`src/rtl/tl_ul_pkg.sv`:
```
// Shared TileLink-UL constants for the host-side master adapter and its source-ID pool.
package tl_ul_pkg;

    localparam logic [2:0] PUT_FULL_DATA_A    = 3'd0;
    localparam logic [2:0] PUT_PARTIAL_DATA_A = 3'd1;
    localparam logic [2:0] GET_A              = 3'd4;

    localparam logic [2:0] ACCESS_ACK_D       = 3'd0;
    localparam logic [2:0] ACCESS_ACK_DATA_D  = 3'd1;

    // Byte-offset width of one full data beat; also the a_size encoding of a full beat.
    function automatic int strb_log2(input int strb_width);
        return $clog2(strb_width);
    endfunction

endpackage

```
`src/rtl/tl_source_id_pool.sv`:
```
// Source-ID pool: tracks in-flight IDs, offers the lowest free ID and counts IDs in use.
module tl_source_id_pool #(
    parameter int SRC_W = 3
) (
    input  logic                    clk,
    input  logic                    rst,
    input  logic                    alloc_i,
    input  logic                    free_i,
    input  logic [SRC_W-1:0]        free_id_i,
    output logic [SRC_W-1:0]        alloc_id_o,
    output logic [(1<<SRC_W)-1:0]   inflight_o,
    output logic [SRC_W:0]          count_o,
    output logic                    full_o
);

    localparam int NSRC = 1 << SRC_W;

    logic [NSRC-1:0] inflight_q;
    logic [NSRC-1:0] inflight_d;
    logic [SRC_W:0]  count_q;
    logic [SRC_W:0]  count_d;

    always_comb begin
        alloc_id_o = '0;
        for (int i = NSRC - 1; i >= 0; i--) begin
            if (!inflight_q[i]) begin
                alloc_id_o = SRC_W'(i);
            end
        end
    end

    // The allocated ID comes from the pre-edge vector, so it never collides with the ID being freed.
    for (genvar gi = 0; gi < NSRC; gi++) begin : g_slot
        assign inflight_d[gi] = (inflight_q[gi] & ~(free_i && (free_id_i == SRC_W'(gi))))
                              | (alloc_i && (alloc_id_o == SRC_W'(gi)));
    end

    assign count_d = count_q + (SRC_W+1)'(alloc_i) - (SRC_W+1)'(free_i);

    always_ff @(posedge clk or negedge rst) begin
        if (!rst) begin
            inflight_q <= '0;
            count_q    <= '0;
        end else begin
            inflight_q <= inflight_d;
            count_q    <= count_d;
        end
    end

    assign inflight_o = inflight_q;
    assign count_o    = count_q;
    assign full_o     = (count_q == (SRC_W+1)'(NSRC));

endmodule

```
`src/rtl/tl_ul_master_adapter.sv`:
```
// Host-side TL-UL master: turns host read/write requests into A beats and returns D responses in arrival order.
module tl_ul_master_adapter
    import tl_ul_pkg::*;
#(
    parameter int TL_ADDR_WIDTH   = 64,
    parameter int TL_DATA_WIDTH   = 64,
    parameter int TL_STRB_WIDTH   = TL_DATA_WIDTH / 8,
    parameter int TL_SOURCE_WIDTH = 3,
    parameter int TL_SINK_WIDTH   = 3,
    parameter int TL_OPCODE_WIDTH = 3,
    parameter int TL_PARAM_WIDTH  = 3,
    parameter int TL_SIZE_WIDTH   = 8
) (
    input  logic                        clk,
    input  logic                        rst,

    input  logic                        req_valid,
    output logic                        req_ready,
    input  logic                        req_write,
    input  logic [TL_ADDR_WIDTH-1:0]    req_addr,
    input  logic [TL_DATA_WIDTH-1:0]    req_wdata,
    input  logic [TL_STRB_WIDTH-1:0]    req_mask,

    output logic                        rsp_valid,
    input  logic                        rsp_ready,
    output logic                        rsp_write,
    output logic [TL_DATA_WIDTH-1:0]    rsp_rdata,
    output logic                        rsp_error,
    output logic [TL_SOURCE_WIDTH-1:0]  rsp_source,

    output logic                        a_valid,
    output logic [TL_OPCODE_WIDTH-1:0]  a_opcode,
    output logic [TL_PARAM_WIDTH-1:0]   a_param,
    output logic [TL_ADDR_WIDTH-1:0]    a_address,
    output logic [TL_SIZE_WIDTH-1:0]    a_size,
    output logic [TL_STRB_WIDTH-1:0]    a_mask,
    output logic [TL_DATA_WIDTH-1:0]    a_data,
    output logic [TL_SOURCE_WIDTH-1:0]  a_source,
    input  logic                        a_ready,

    input  logic                        d_valid,
    input  logic [TL_OPCODE_WIDTH-1:0]  d_opcode,
    input  logic [TL_PARAM_WIDTH-1:0]   d_param,
    input  logic [TL_SIZE_WIDTH-1:0]    d_size,
    input  logic [TL_DATA_WIDTH-1:0]    d_data,
    input  logic [TL_SOURCE_WIDTH-1:0]  d_source,
    input  logic [TL_SINK_WIDTH-1:0]    d_sink,
    input  logic                        d_error,
    output logic                        d_ready,

    output logic [TL_SOURCE_WIDTH:0]    outstanding,
    output logic                        unexpected_rsp
);

    localparam int OFF  = strb_log2(TL_STRB_WIDTH);
    localparam int NSRC = 1 << TL_SOURCE_WIDTH;

    logic                       a_valid_q, a_valid_d;
    logic [TL_OPCODE_WIDTH-1:0] a_opcode_q, a_opcode_d;
    logic [TL_ADDR_WIDTH-1:0]   a_address_q, a_address_d;
    logic [TL_SIZE_WIDTH-1:0]   a_size_q;
    logic [TL_STRB_WIDTH-1:0]   a_mask_q, a_mask_d;
    logic [TL_DATA_WIDTH-1:0]   a_data_q, a_data_d;
    logic [TL_SOURCE_WIDTH-1:0] a_source_q;

    logic                       rsp_valid_q, rsp_valid_d;
    logic                       rsp_write_q;
    logic [TL_DATA_WIDTH-1:0]   rsp_rdata_q, rsp_rdata_d;
    logic                       rsp_error_q, rsp_error_d;
    logic [TL_SOURCE_WIDTH-1:0] rsp_source_q;

    logic [NSRC-1:0]            is_read_q;
    logic                       unexpected_q;

    logic [TL_SOURCE_WIDTH-1:0] alloc_id;
    logic [NSRC-1:0]            inflight;
    logic                       pool_full;
    logic                       accept;
    logic                       d_hs;
    logic                       d_hit;
    logic                       d_free;
    logic                       src_is_read;
    logic                       unused_inputs;

    assign unused_inputs = ^{d_param, d_size, d_sink, req_addr[OFF-1:0]};

    assign req_ready = (!a_valid_q || a_ready) && !pool_full;
    assign accept    = req_valid && req_ready;

    assign d_ready     = !rsp_valid_q || rsp_ready;
    assign d_hs        = d_valid && d_ready;
    assign d_hit       = inflight[d_source];
    assign d_free      = d_hs && d_hit;
    assign src_is_read = is_read_q[d_source];

    tl_source_id_pool #(
        .SRC_W      (TL_SOURCE_WIDTH)
    ) u_pool (
        .clk        (clk),
        .rst        (rst),
        .alloc_i    (accept),
        .free_i     (d_free),
        .free_id_i  (d_source),
        .alloc_id_o (alloc_id),
        .inflight_o (inflight),
        .count_o    (outstanding),
        .full_o     (pool_full)
    );

    always_comb begin
        a_valid_d   = accept ? 1'b1 : (a_ready ? 1'b0 : a_valid_q);
        a_address_d = {req_addr[TL_ADDR_WIDTH-1:OFF], OFF'(0)};
        a_mask_d    = req_write ? req_mask : '1;
        a_data_d    = req_write ? req_wdata : '0;
        if (!req_write) begin
            a_opcode_d = TL_OPCODE_WIDTH'(GET_A);
        end else if (&req_mask) begin
            a_opcode_d = TL_OPCODE_WIDTH'(PUT_FULL_DATA_A);
        end else begin
            a_opcode_d = TL_OPCODE_WIDTH'(PUT_PARTIAL_DATA_A);
        end
    end

    always_ff @(posedge clk or negedge rst) begin
        if (!rst) begin
            a_valid_q   <= 1'b0;
            a_opcode_q  <= '0;
            a_address_q <= '0;
            a_size_q    <= '0;
            a_mask_q    <= '0;
            a_data_q    <= '0;
            a_source_q  <= '0;
            is_read_q   <= '0;
        end else begin
            a_valid_q <= a_valid_d;
            if (accept) begin
                a_opcode_q          <= a_opcode_d;
                a_address_q         <= a_address_d;
                a_size_q            <= TL_SIZE_WIDTH'(OFF);
                a_mask_q            <= a_mask_d;
                a_data_q            <= a_data_d;
                a_source_q          <= alloc_id;
                is_read_q[alloc_id] <= !req_write;
            end
        end
    end

    // A read must be answered with AccessAckData and a write with AccessAck; anything else is an error.
    always_comb begin
        rsp_valid_d = d_free ? 1'b1 : (rsp_ready ? 1'b0 : rsp_valid_q);
        rsp_rdata_d = src_is_read ? d_data : '0;
        rsp_error_d = d_error
                    | (src_is_read  && (d_opcode != TL_OPCODE_WIDTH'(ACCESS_ACK_DATA_D)))
                    | (!src_is_read && (d_opcode != TL_OPCODE_WIDTH'(ACCESS_ACK_D)));
    end

    always_ff @(posedge clk or negedge rst) begin
        if (!rst) begin
            rsp_valid_q  <= 1'b0;
            rsp_write_q  <= 1'b0;
            rsp_rdata_q  <= '0;
            rsp_error_q  <= 1'b0;
            rsp_source_q <= '0;
            unexpected_q <= 1'b0;
        end else begin
            rsp_valid_q <= rsp_valid_d;
            if (d_free) begin
                rsp_write_q  <= !src_is_read;
                rsp_rdata_q  <= rsp_rdata_d;
                rsp_error_q  <= rsp_error_d;
                rsp_source_q <= d_source;
            end
            if (d_hs && !d_hit) begin
                unexpected_q <= 1'b1;
            end
        end
    end

    assign a_valid        = a_valid_q;
    assign a_opcode       = a_opcode_q;
    assign a_param        = '0;
    assign a_address      = a_address_q;
    assign a_size         = a_size_q;
    assign a_mask         = a_mask_q;
    assign a_data         = a_data_q;
    assign a_source       = a_source_q;

    assign rsp_valid      = rsp_valid_q;
    assign rsp_write      = rsp_write_q;
    assign rsp_rdata      = rsp_rdata_q;
    assign rsp_error      = rsp_error_q;
    assign rsp_source     = rsp_source_q;

    assign unexpected_rsp = unexpected_q;

endmodule

```
`config.mk`:
```
export PLATFORM = sky130hd
export DESIGN_NAME = tl_ul_master_adapter
export DESIGN_NICKNAME = d
export VERILOG_FILES = /design/src/rtl/tl_ul_pkg.sv /design/src/rtl/tl_source_id_pool.sv /design/src/rtl/tl_ul_master_adapter.sv
export SDC_FILE = /design/constraint.sdc
export NUM_CORES = 1
export LEC_CHECK = 0
export BUFFER_PORTS_ARGS = -buffer_cell sky130_fd_sc_hd__buf_2
export CORE_AREA = 5 5 178 180
export DETAILED_ROUTE_END_ITERATION = 16
export DIE_AREA = 0 0 183 185
export PLACE_DENSITY = 0.61
export SLEW_MARGIN = 25
export SYNTH_ARGS = -nofsm -noshare
export SYNTH_HDL_FRONTEND = slang
export SYNTH_HIERARCHICAL = 1
export SYNTH_SLANG_ARGS = --single-unit
```
`constraint.sdc`:
```
create_clock -name clk -period 3.49 [get_ports clk]
set_input_delay 0.698 -clock clk [delete_from_list [all_inputs] [get_ports clk]]
set_output_delay 0.698 -clock clk [all_outputs]
set_load 0.02 [all_outputs]
```
* After elaboration in Yosys (flattened, before gate mapping) *
Cells that the tools add are included.

word-level totals
  register bits after elaboration = 232
  latch bits = 0
  bits in writable memories = 0
  bits in read-only memories = 0
  input port bits = 228
  output and inout port bits = 231
  memories = 0

cells by class
  add/sub/neg operators = 2
  $mul = 0
  div/mod/pow operators = 0
  order comparisons = 3
  eq/ne operators = 16
  shift operators = 0
  mux-type cells = 24
  bitwise gates (word level) = 26
  reduce and logical (&&, ||, !) cells = 38

operators with widths
  operator                                                           count
  2-to-1 mux 64 bit                                                  2
  2-to-1 mux 3 bit                                                   9
  equality test 3 bit, second input constant                         8
  logical AND 1 bit                                                  24
  equality test 3 x 2 -> 1 bit, second input constant                4
  OR 1 bit                                                           10
  bitwise AND 1 bit                                                  8
  bitwise mux 8 bit                                                  1
  less-than comparator 3 x 4 -> 1 bit, second input constant         2
  2-to-1 mux 1 bit                                                   8
  2-to-1 mux 8 bit                                                   1
  inverter 1 bit                                                     8
  AND reduction 8 bit                                                1
  binary-select mux 1 bit (select 3 bit)                             2
  equality test 3 x 1 -> 1 bit, second input constant                2
  logical NOT 1 bit                                                  6
  logical NOT 3 bit                                                  2
  adder 4 x 1 -> 4 bit                                               1
  equality test 4 bit, second input constant                         1
  nonzero test 2 bit                                                 2
  subtractor 4 x 1 -> 4 bit                                          1
  demux 1 bit (select 3 bit)                                         1
  greater-or-equal comparator 3 x 1 -> 1 bit, second input constant  1
  != test 3 x 1 -> 1 bit, second input constant                      1
  2 further kinds                                                    3

* Longest topological paths before layout *
Gate-level depths: netlist of run 1.

  depth in word-level cells = 13
  depth in mapped cells = 12

* Hierarchy *
Netlist of run 1, hierarchy kept.

by module, submodules not included
  module                instances  cells an instance  area an instance (µm²)  seq. area each (µm²)
  tl_ul_master_adapter  1          954                9091.2                  5480.3
  tl_source_id_pool     1          75                 732.0                   300.3

* Worst setup path after synthesis of run 1 *
Ideal clock, no wire load.

  kind = input to register
  start point = in d_source[0]
  end point = reg u_pool.count_q[2], in the netlist u_pool/count_o[2]
  library setup time = 123 ps
  data arrival time = 2774 ps
  required time = 3367 ps
  slack = 594 ps
  stages = 12
  buffers on the path = 3
  cell sequence = buf_6 -> mux2_1 -> a2bb2o_2 -> nor3_1 -> buf_2 -> buf_4 -> ha_1 -> inv_1 -> ha_1 -> inv_1 -> fa_1 -> xnor2_1

on the way
  cells in the longest elaborated chain, start to end = 4

RTL lines
  what                                    RTL line                    source
  start, declared                         tl_ul_master_adapter.sv:46  input logic [TL_SOURCE_WIDTH-1:0] d_source,
  binary-select mux 1 bit (select 3 bit)  tl_ul_master_adapter.sv:92  assign d_hit = inflight[d_source];
  2-to-1 mux 1 bit (not written as such)  tl_ul_master_adapter.sv:92
  logical AND 1 bit                       tl_ul_master_adapter.sv:93  assign d_free = d_hs && d_hit;
  named net d_free                        tl_ul_master_adapter.sv:81  logic d_free;
  subtractor 4 x 1 -> 4 bit               tl_source_id_pool.sv:38     assign count_d = count_q + (SRC_W+1)'(alloc_i) - (SRC_W+1)'(free_i);
  named net u_pool.count_d[2]             tl_source_id_pool.sv:21     logic [SRC_W:0] count_d;
  end signal, assigned                    tl_source_id_pool.sv:46     count_q <= count_d;
  end, declared                           tl_source_id_pool.sv:20     logic [SRC_W:0] count_q;

The timed path passes the listed nets, and every way through them passes these cells. The select of a mux whose other input is x is not followed.
A chain may end at the register's enable or synchronous reset.

* Worst setup path in the final report of run 1 *
  start point = reg u_pool.inflight_q[1], in the netlist u_pool/inflight_o[1]
  end point = reg u_pool.inflight_q[0], in the netlist u_pool/inflight_o[0]

on the way
  cells in the longest elaborated chain, start to end = 7
  elaborated cells between the ends (all ways) = 11
  those cells by class = mux (4); bitwise (3); reduce/logical (4)

RTL lines
  what                                    RTL line                    source
  start, declared                         tl_source_id_pool.sv:18     logic [NSRC-1:0] inflight_q;
  start signal, assigned                  tl_source_id_pool.sv:45     inflight_q <= inflight_d;
  binary-select mux 1 bit (select 3 bit)  tl_ul_master_adapter.sv:92
  2-to-1 mux 1 bit (not written as such)  tl_ul_master_adapter.sv:92
  logical AND 1 bit                       tl_ul_master_adapter.sv:93
  logical AND 1 bit                       tl_source_id_pool.sv:34     assign inflight_d[gi] = (inflight_q[gi] & ~(free_i && (free_id_i == SRC_W'(gi))))
  inverter 1 bit                          tl_source_id_pool.sv:34
  bitwise AND 1 bit                       tl_source_id_pool.sv:34
  OR 1 bit (*)                            tl_source_id_pool.sv:35     | (alloc_i && (alloc_id_o == SRC_W'(gi)));
  named net u_pool.inflight_d[0]          tl_source_id_pool.sv:19     logic [NSRC-1:0] inflight_d;

The timed path passes the listed nets; every way through them passes the cells marked *. The select of a mux whose other input is x is not followed.

==> results.toml, run 1 <==
[yosys]
synthFlopType = "dfrtp_1"
ys_seq_area_share_pct = 58.8
synthTopCellsByCount = "nand2_1 (395), dfrtp_1 (231), inv_1 (89), mux2i_1 (69), nand3_1 (67)"
synth_seq_cells = 231
synth.area.top_cells = "dfrtp_1 (59%), nand2_1 (15%), mux2i_1 (7.0%), nand3_1 (3.4%), inv_1 (3.4%)"
synth_edf_count = 0
yosysTopAreaCell = "dfrtp_1"
syn_avg_cell_area_um2 = 9.55
synth_most_common_cell = "nand2_1"
synth.distinct_cells = 53
yosysTopAreaCellShare_pct = 58.8
synth_async_sr_flop_share_pct = 100
netlist_instances = 1029
syn_area_um2 = 9820
yosys_warnings = 6

[floorplan]
die_area_um2 = 33900
die_y_um = 185
start_util_pct = 32.7
core_area_um2 = 30000
io_pins = 459
rows = 64
dieWidth_um = 183

[global_route]
gr-total-overflow = 0
grtUsageMet2_pct = 27.2
grt_util_met3_pct = 5.77
grt_pass1_vias = 8585
busiest_layer = "met2"
grt_usage_pct = 16.5
grt_pass1_wl_mm = 46.1
grt_max_degree = 159
use_met1_pct = 20.8
antenna_found_initial = 0

[layout]
syn_to_final_growth_pct = 34.2
n_antenna_cell = 0
stdcell_count = 1853
drive_gt1_share_pct = 34.2
nets = 1674
post-route-util_pct = 43.9

[detailed_routing]
drt_iter0_markers = 325
antenna_left = 0
drc = 0
firstDrtPassIters = 5
via_count = 8334
routed_wl_mm = 29.3
wire_per_inst_um = 15.8
vias_per_cell = 4.50

[clock_network]
cts_sinks = 231
clk_pin_slew_worst_paths_ps = 60
cts_inserted_buffers = 27
cts_htree_levels = 1
post_cts.repair.setup_buffers = 0
cts_tree = "done"
worstSkewPairLatency_ps = 520
cts_resized = 0
cts_buffer_depth = 3
cts-root-buf = "clkbuf_16"
hold_buffers = 0

[placement]
place_inst = 1807
hpwlAfterDp_mm = 20.6
portBuffers = 428
routabilityCongestion = 0.819

[timing]
fmax_mhz = 390
post-route-period-util_pct = 73.4
fin_skew_ps = 7.52
rsz0062_at_grt = "false"
finalSetupTns_ps = 0
setup_viol = 0
hold_viol = 0
maxSlewViolCount = 0
worstMarginPinSlew_ps = 880
slew-limit-headroom_pct = 41.3
fin_crit_ps = 2560

[critical_path]
cp-start-kind = "flip-flop"
crit_path_max_incr_delay_ps = 550
timing.rr.end = "u_pool/inflight_o[0]"
cp.arrival_ps = 2970
worstPathMaxFanout = 73
r2r_start = "u_pool/inflight_o[1]"
regToRegSetupSlack_ps = 930
reg2regPathDepth = 7
critPathKind = "flip-flop to flip-flop"
required_ps = 3900
cp_slowest_cell = "dfrtp_1"
endpoint_kind = "flip-flop"
path_cells = "mux2i_1 -> a2bb2o_2 -> nor3_2 -> buf_12 -> nand2b_1 -> or3_1 -> a22o_1"

[status]
status = "finished, final reports clean"

[pwr]
leakagePower_nw = 7.39
irDropWorstVdd_mv = 0.422
power.density_nw_per_um2 = 855

[job]
cap_violations = 0

[worst_hold_path]
hold_class = "primary input to asynchronous set/reset pin"
[report_power, final]
part,internal [W],total [W],switching [W]
sequential,0.00359,0.00413,0.000539
clock,0.00172,0.00282,0.00109
combinational,0.00146,0.00433,0.00287
total,0.00677,0.0113,0.00450
[layout by cell type (no fill, tap or decap), types with 2 or more instances in the layout]
master and count:
nand4_1 4, nand3_1 66, o31ai_1 2, mux4_2 2
mux2i_1 69, buf_2 427, bufinv_16 3, a41oi_1 6
inv_1 89, ha_1 5, buf_4 10, nand2_1 395
conb_1 13, a21o_1 2, clkbuf_16 27, xnor2_1 2
clkinv_2 4, nor2b_1 3, clkbuf_1 5, o21ai_0 13
mux2_2 2, clkbuf_8 4, nand2b_1 7, buf_12 3
dfrtp_1 231, clkinvlp_4 2, mux2_1 4, o21ai_2 2
nor2_1 10, a31oi_1 15
[layer usage]
layer / routed length (um) / vias to the layer above
li1: - / 4049
met1: 11600 / 3902
met2: 14000 / 334
met3: 2970 / 49
met4: 746 / 0
met5: 0 / -
[layout make-up]
cell class	count	area (um2)
fillers	2963	16800
inverters	90	340
flip-flops and latches	231	5780
clock buffers	36	749
well taps	396	495
clock inverters	10	136
multi-input cells	649	3390
repair buffers	441	2290
[kinds of logic after synthesis]
group           Yosys count  share of synthesized area, %
flops                   231                          58.8
fa+ha+maj                 6                         0.841
other cells               1                        0.0382
buf+inv                 161                          7.29
simple gates            498                          20.8
xor+xnor                  3                         0.268
compound gates           51                          3.57
mux                      78                          8.33
[stage by stage]
step | worst slack [ps] | cell area, um2 | power (W) | hold slack, ps
4_1_cts | 915 | 13200 | 0.0115 | 245
5_1_grt | 817 | 13200 | 0.0121 | 280
2_1_floorplan | 594 | 9870 | 0.00694 | 402
3_3_place_gp | 461 | 12300 | 0.00846 | 445
3_5_place_dp | 423 | 12300 | 0.00857 | 450
6_report | 929 | 13200 | 0.0113 | 227
[flip-flops by register name, indices dropped and copies added (netlist names), 2 cells and up]
register,cells
a_data,64
rsp_rdata,64
a_address,61
a_mask,8
is_read_q,8
u_pool/inflight_o,8
u_pool/count_o,4
a_source,3
rsp_source,3
a_opcode,2
[critical path, delay by kind of cell, from the launching register on]
| family | cells | cell delay (ps) |
|---|---|---|
| buf+inv | 1 | 470 |
| compound gates | 2 | 470 |
| mux | 1 | 140 |
| flops | 1 | 550 |
| simple gates | 3 | 790 |
[worst max path at each step]
| stage | start | slack, ps | to |
|---|---|---|---|
| 4_1_cts | u_pool/inflight_o[1] | 920 | u_pool/inflight_o[0] |
| 3_5_place_dp | d_source[0] | 420 | u_pool/inflight_o[0] |
| 3_3_place_gp | d_source[0] | 460 | u_pool/inflight_o[0] |
| 2_1_floorplan | d_source[0] | 590 | u_pool/count_o[2] |
| 6_report | u_pool/inflight_o[1] | 930 | u_pool/inflight_o[0] |
| 5_1_grt | u_pool/inflight_o[1] | 820 | u_pool/count_o[2] |
Power figures use the tool's default switching activity.
==> inputs of run 2 (changes only) <==
CORE_AREA = 5 5 174 176   (was 5 5 178 180)
DIE_AREA = 0 0 179 181   (was 0 0 183 185)
PLACE_DENSITY = 0.66   (was 0.61)
clock period = 2.09 ns   (was 3.49 ns; I/O delays follow)
==> results.toml, run 2 (synthesis gave the netlist of run 1 again) <==
[status]
status = "finished, final reports clean"

[critical_path]
regToRegSetupSlack_ps = 70
cp-startpoint = "u_pool/inflight_o[6]"
cp.arrival_ps = 2430
r2r_start = "u_pool/inflight_o[6]"
endpoint_kind = "flip-flop"
required_ps = 2500
cp-start-kind = "flip-flop"
timing.rr.end = "u_pool/count_o[1]"
reg2regPathDepth = 9
critPathKind = "flip-flop to flip-flop"
worstPathMaxFanout = 2

[layout]
drive_gt1_share_pct = 35.9
mostFrequentLayoutCells = "buf_2 (426), nand2_1 (395), dfrtp_1 (231), inv_1 (85), mux2i_1 (69)"
syn_to_final_growth_pct = 37.2
nets = 1701
stdcell_count = 1868
final_common_cell = "buf_2"

[pwr]
p_sw_w = 0.00750
leakagePower_nw = 7.52
intPower_w = 0.0113
power.density_nw_per_um2 = 1390
p_sw_share_pct = 39.9
power_w = 0.0188
clockPowerShare_pct = 22.5
seq_power_share_pct = 36.2
p_comb_share_pct = 41.3
irDropWorstVdd_mv = 0.697

[job]
cap_violations = 0

[clock_network]
cts_tree = "done"
cts_buffer_depth = 3
cts_htree_levels = 1
worstSkewPairLatency_ps = 510
cts-root-buf = "clkbuf_16"
clk_pin_slew_worst_paths_ps = 60
cts_inserted_buffers = 25
cts_sinks = 231

[global_route]
antenna_found_initial = 4
grt_pass1_vias = 8719
grt_usage_pct = 17.5
grt_pass1_wl_mm = 46.1
grt_max_degree = 85
gr-total-overflow = 0

[floorplan]
core_area_um2 = 28500
die_area_um2 = 32400
rows = 62
dieWidth_um = 179
start_util_pct = 34.5
io_pins = 459
die_y_um = 181

[timing]
fin_ws_ps = 66.0
fin_skew_ps = 16.4
worstMarginPinSlew_ps = 512
rsz0062_at_grt = "true"
timing.hold.ws_ps = 94.2
maxSlewViolCount = 0
setup_viol = 0
hold_viol = 0
fmax_mhz = 494
slew-limit-headroom_pct = 65.9
post-route-period-util_pct = 96.8
fin_crit_ps = 2020
finalSetupTns_ps = 0

[detailed_routing]
antenna_left = 0
firstDrtPassIters = 4
vias_per_cell = 4.56
via_count = 8513
routed_wl_mm = 30.1
wire_per_inst_um = 16.1
drt_iter0_markers = 383
drc = 0

[placement]
portBuffers = 428
dpl_worst_slack_ps = -214
place_inst = 1821
routabilityCongestion = 0.816
hpwlAfterDp_mm = 22.3

[worst_hold_path]
hold_class = "primary input to flip-flop"
min_from = "req_addr[17]"
hold_depth = 3
hold_end = "a_address[17]"
[run 2: changes by cell type in the layout (fill, tap and decap cells not counted), moves of 2 or more]
cell / delta
ha_1: -3
inv_1: -4
buf_12: +7
diode_2: +2
mux2_4: +2
clkinv_2: -2
bufinv_16: -2
buf_4: +19
clkbuf_1: +3
inv_2: +4
ha_4: +2
[run 2: critical path, stage by stage, from the launching register on]
cell and delay (ps):
dfrtp_1 370, mux2_4 160, a2bb2o_4 220, nor3_4 180, ha_4 240, inv_2 60
ha_4 120, inv_2 30, fa_2 500, inv_1 40
[run 2: worst max path at each step]
| stage | endpoint | slack [ps] |
|---|---|---|
| after floorplan | u_pool/count_o[1] | -310 |
| after global routing | u_pool/inflight_o[0] | -40 |
| after detailed placement | u_pool/count_o[1] | -210 |
| after global placement | u_pool/count_o[1] | -200 |
| final | u_pool/count_o[1] | 70 |
| after CTS | req_ready | 20 |
[run 2: metrics by stage]
stage / util, % / instance area [um2]
2_1_floorplan: - / 9960
3_3_place_gp: 44.4 / 12600
3_5_place_dp: 44.4 / 12600
4_1_cts: 47.1 / 13400
5_1_grt: 47.3 / 13500
6_report: 47.3 / 13500
[run 2: what timing repair did]
item / in CTS / in global routing
setup endpoints to repair: 1 / 37
hold buffers: 1 / 0
cloned: 0 / 1
buffers inserted: 0 / 1
resized for setup: 2 / 5
pin swaps: 0 / 0
endpoints found under the hold margin: 50 / 0
[run 2: power by group through the flow]
stage          logic [W]  clock network, W  registers, W
6_report         0.00776           0.00422       0.00680
5_1_grt          0.00851           0.00454       0.00698
4_1_cts          0.00782           0.00436       0.00681
3_5_place_dp     0.00781                 0       0.00685
3_3_place_gp     0.00765                 0       0.00683
2_1_floorplan    0.00311                 0       0.00859
[run 2: layout make-up]
cell class / count / area (um2)
Antenna cell: 2 / 5.00
Clock buffer: 38 / 724
Clock inverter: 4 / 47.5
Fill cell: 2733 / 15000
Inverter: 90 / 340
Multi-Input combinational cell: 649 / 3460
Sequential cell: 231 / 5780
Tap cell: 384 / 480
Timing Repair Buffer: 470 / 2640
[run 2: metal layers]
metal | vias to the layer above | part of all wire (%) | GRT usage (%)
met5 | - | 0.070 | 0
met4 | 4 | 2.3 | 4.73
met3 | 54 | 11 | 6.52
met2 | 343 | 48 | 30.0
met1 | 4013 | 38 | 20.6
li1 | 4099 | - | -
==> inputs of run 3 (changes only) <==
SETUP_SLACK_MARGIN = 0.4   (was not set)
==> results.toml, run 3 (synthesis gave the netlist of run 1 again) <==
[timing]
rsz0062_at_grt = "true"
post-route-period-util_pct = 98.6
maxSlewViolCount = 0
fin_skew_ps = 11.7
fmax_mhz = 485
setup_viol = 0
hold_viol = 0
finalSetupTns_ps = 0
fin_crit_ps = 2060
fin_ws_ps = 28.3

[detailed_routing]
firstDrtPassIters = 4
routed_wl_mm = 38.0
drc = 0
drt_iter0_markers = 424
wire_per_inst_um = 19.5
antenna_left = 0
vias_per_cell = 4.82
via_count = 9381

[status]
status = "finished, final reports clean"

[clock_network]
cts-root-buf = "clkbuf_16"
worstSkewPairLatency_ps = 530
cts_tree = "done"
cts_inserted_buffers = 26
cts_sinks = 231
cts_htree_levels = 1
clk_pin_slew_worst_paths_ps = 60
cts_buffer_depth = 3

[global_route]
grt_max_degree = 57
grt_pass1_wl_mm = 55.1
gr-total-overflow = 0
grt_usage_pct = 21.7
antenna_found_initial = 2
grt_pass1_vias = 9780

[floorplan]
core_area_um2 = 28500
rows = 62
start_util_pct = 34.5
dieWidth_um = 179
io_pins = 459
die_y_um = 181
die_area_um2 = 32400

[placement]
hpwlAfterDp_mm = 22.3
routabilityCongestion = 0.785
dpl_worst_slack_ps = -244
portBuffers = 428
place_inst = 1820

[layout]
syn_to_final_growth_pct = 65.8
drive_gt1_share_pct = 52.0
final_common_cell = "buf_2"
stdcell_count = 1948
nets = 1777
mostFrequentLayoutCells = "buf_2 (425), nand2_1 (275), dfrtp_1 (228), nand2_2 (82), inv_1 (81)"

[critical_path]
crit_family = "adder cells"
r2r_start = "u_pool/inflight_o[6]"
cp.arrival_ps = 2480
regToRegSetupSlack_ps = 30
required_ps = 2510
crit_path_max_incr_delay_ps = 530
endpoint_kind = "flip-flop"
cp-start-kind = "flip-flop"
path_cells = "mux2_4 -> a2bb2o_4 -> nor3_4 -> ha_4 -> inv_2 -> ha_4 -> inv_2 -> fa_2 -> inv_2"
worstPathMaxFanout = 2
critPathKind = "flip-flop to flip-flop"
reg2regPathDepth = 9
cp-startpoint = "u_pool/inflight_o[6]"
path_depth = 9
cp_slowest_cell = "fa_2"
crit_path_frequent_cell = "inv_2"
path_buf_inv = 3

[worst_hold_path]
hold_depth = 3
hold_class = "primary input to flip-flop"
min_from = "req_addr[57]"

[pwr]
power.density_nw_per_um2 = 1380
leakagePower_nw = 8.70
irDropWorstVdd_mv = 0.811

[job]
cap_violations = 0
[run 3: path summary, 6_finish.rpt]
kind | end
max | u_pool/count_o[1]
min | a_address[57]
max reg2reg | u_pool/count_o[1]
min reg2reg | a_address[41]
max in group asynchronous | rsp_rdata[59]
min in group asynchronous | a_address[10]
[run 3: worst reg2reg max path: stages, from the launching register on]
cell	delay, ps
dfrtp_1	390
mux2_4	170
a2bb2o_4	220
nor3_4	170
ha_4	230
inv_2	60
ha_4	120
inv_2	40
fa_2	530
inv_2	30
[run 3: per-layer routing]
metal | part of all wire, % | up-vias | GRT usage [%]
li1 | - | 4295 | -
met1 | 37 | 4564 | 25.7
met2 | 51 | 445 | 37.2
met3 | 9.6 | 77 | 6.46
met4 | 2.8 | 0 | 7.89
met5 | 0 | - | 0
[run 3: layout make-up]
| type | count | area [um2] |
|---|---|---|
| antenna | 2 | 5.00 |
| clock buffer | 36 | 749 |
| clock inverter | 11 | 115 |
| fill | 2352 | 12200 |
| inverter | 90 | 365 |
| multi-input combinational | 649 | 4530 |
| sequential | 231 | 5780 |
| tap | 384 | 480 |
| timing repair buffer | 545 | 4260 |
[run 3: per-stage QoR]
step           total power (W)  hold slack (ps)  util [%]  instance area, um2
3_5_place_dp            0.0147              401      44.4               12700
4_1_cts                 0.0213             58.5      53.6               15300
2_1_floorplan           0.0118              122         -               10000
6_report                0.0224             80.6      57.2               16300
3_3_place_gp            0.0145              391      44.4               12700
5_1_grt                 0.0237             68.9      57.2               16300
[run 3: power breakdown]
part           switching, W  internal [W]
registers          0.000999       0.00601
logic               0.00621       0.00457
clock network       0.00188       0.00275
[run 3: repair_timing]
item | 4_1_cts | 5_1_grt
hold buffers | 1 | 0
gates resized for setup | 155 | 206
setup buffers | 29 | 10
endpoints found under the hold margin | 48 | 0
endpoints found under the setup margin | 204 | 229
cloned | 34 | 5
pin swaps | 39 | 59
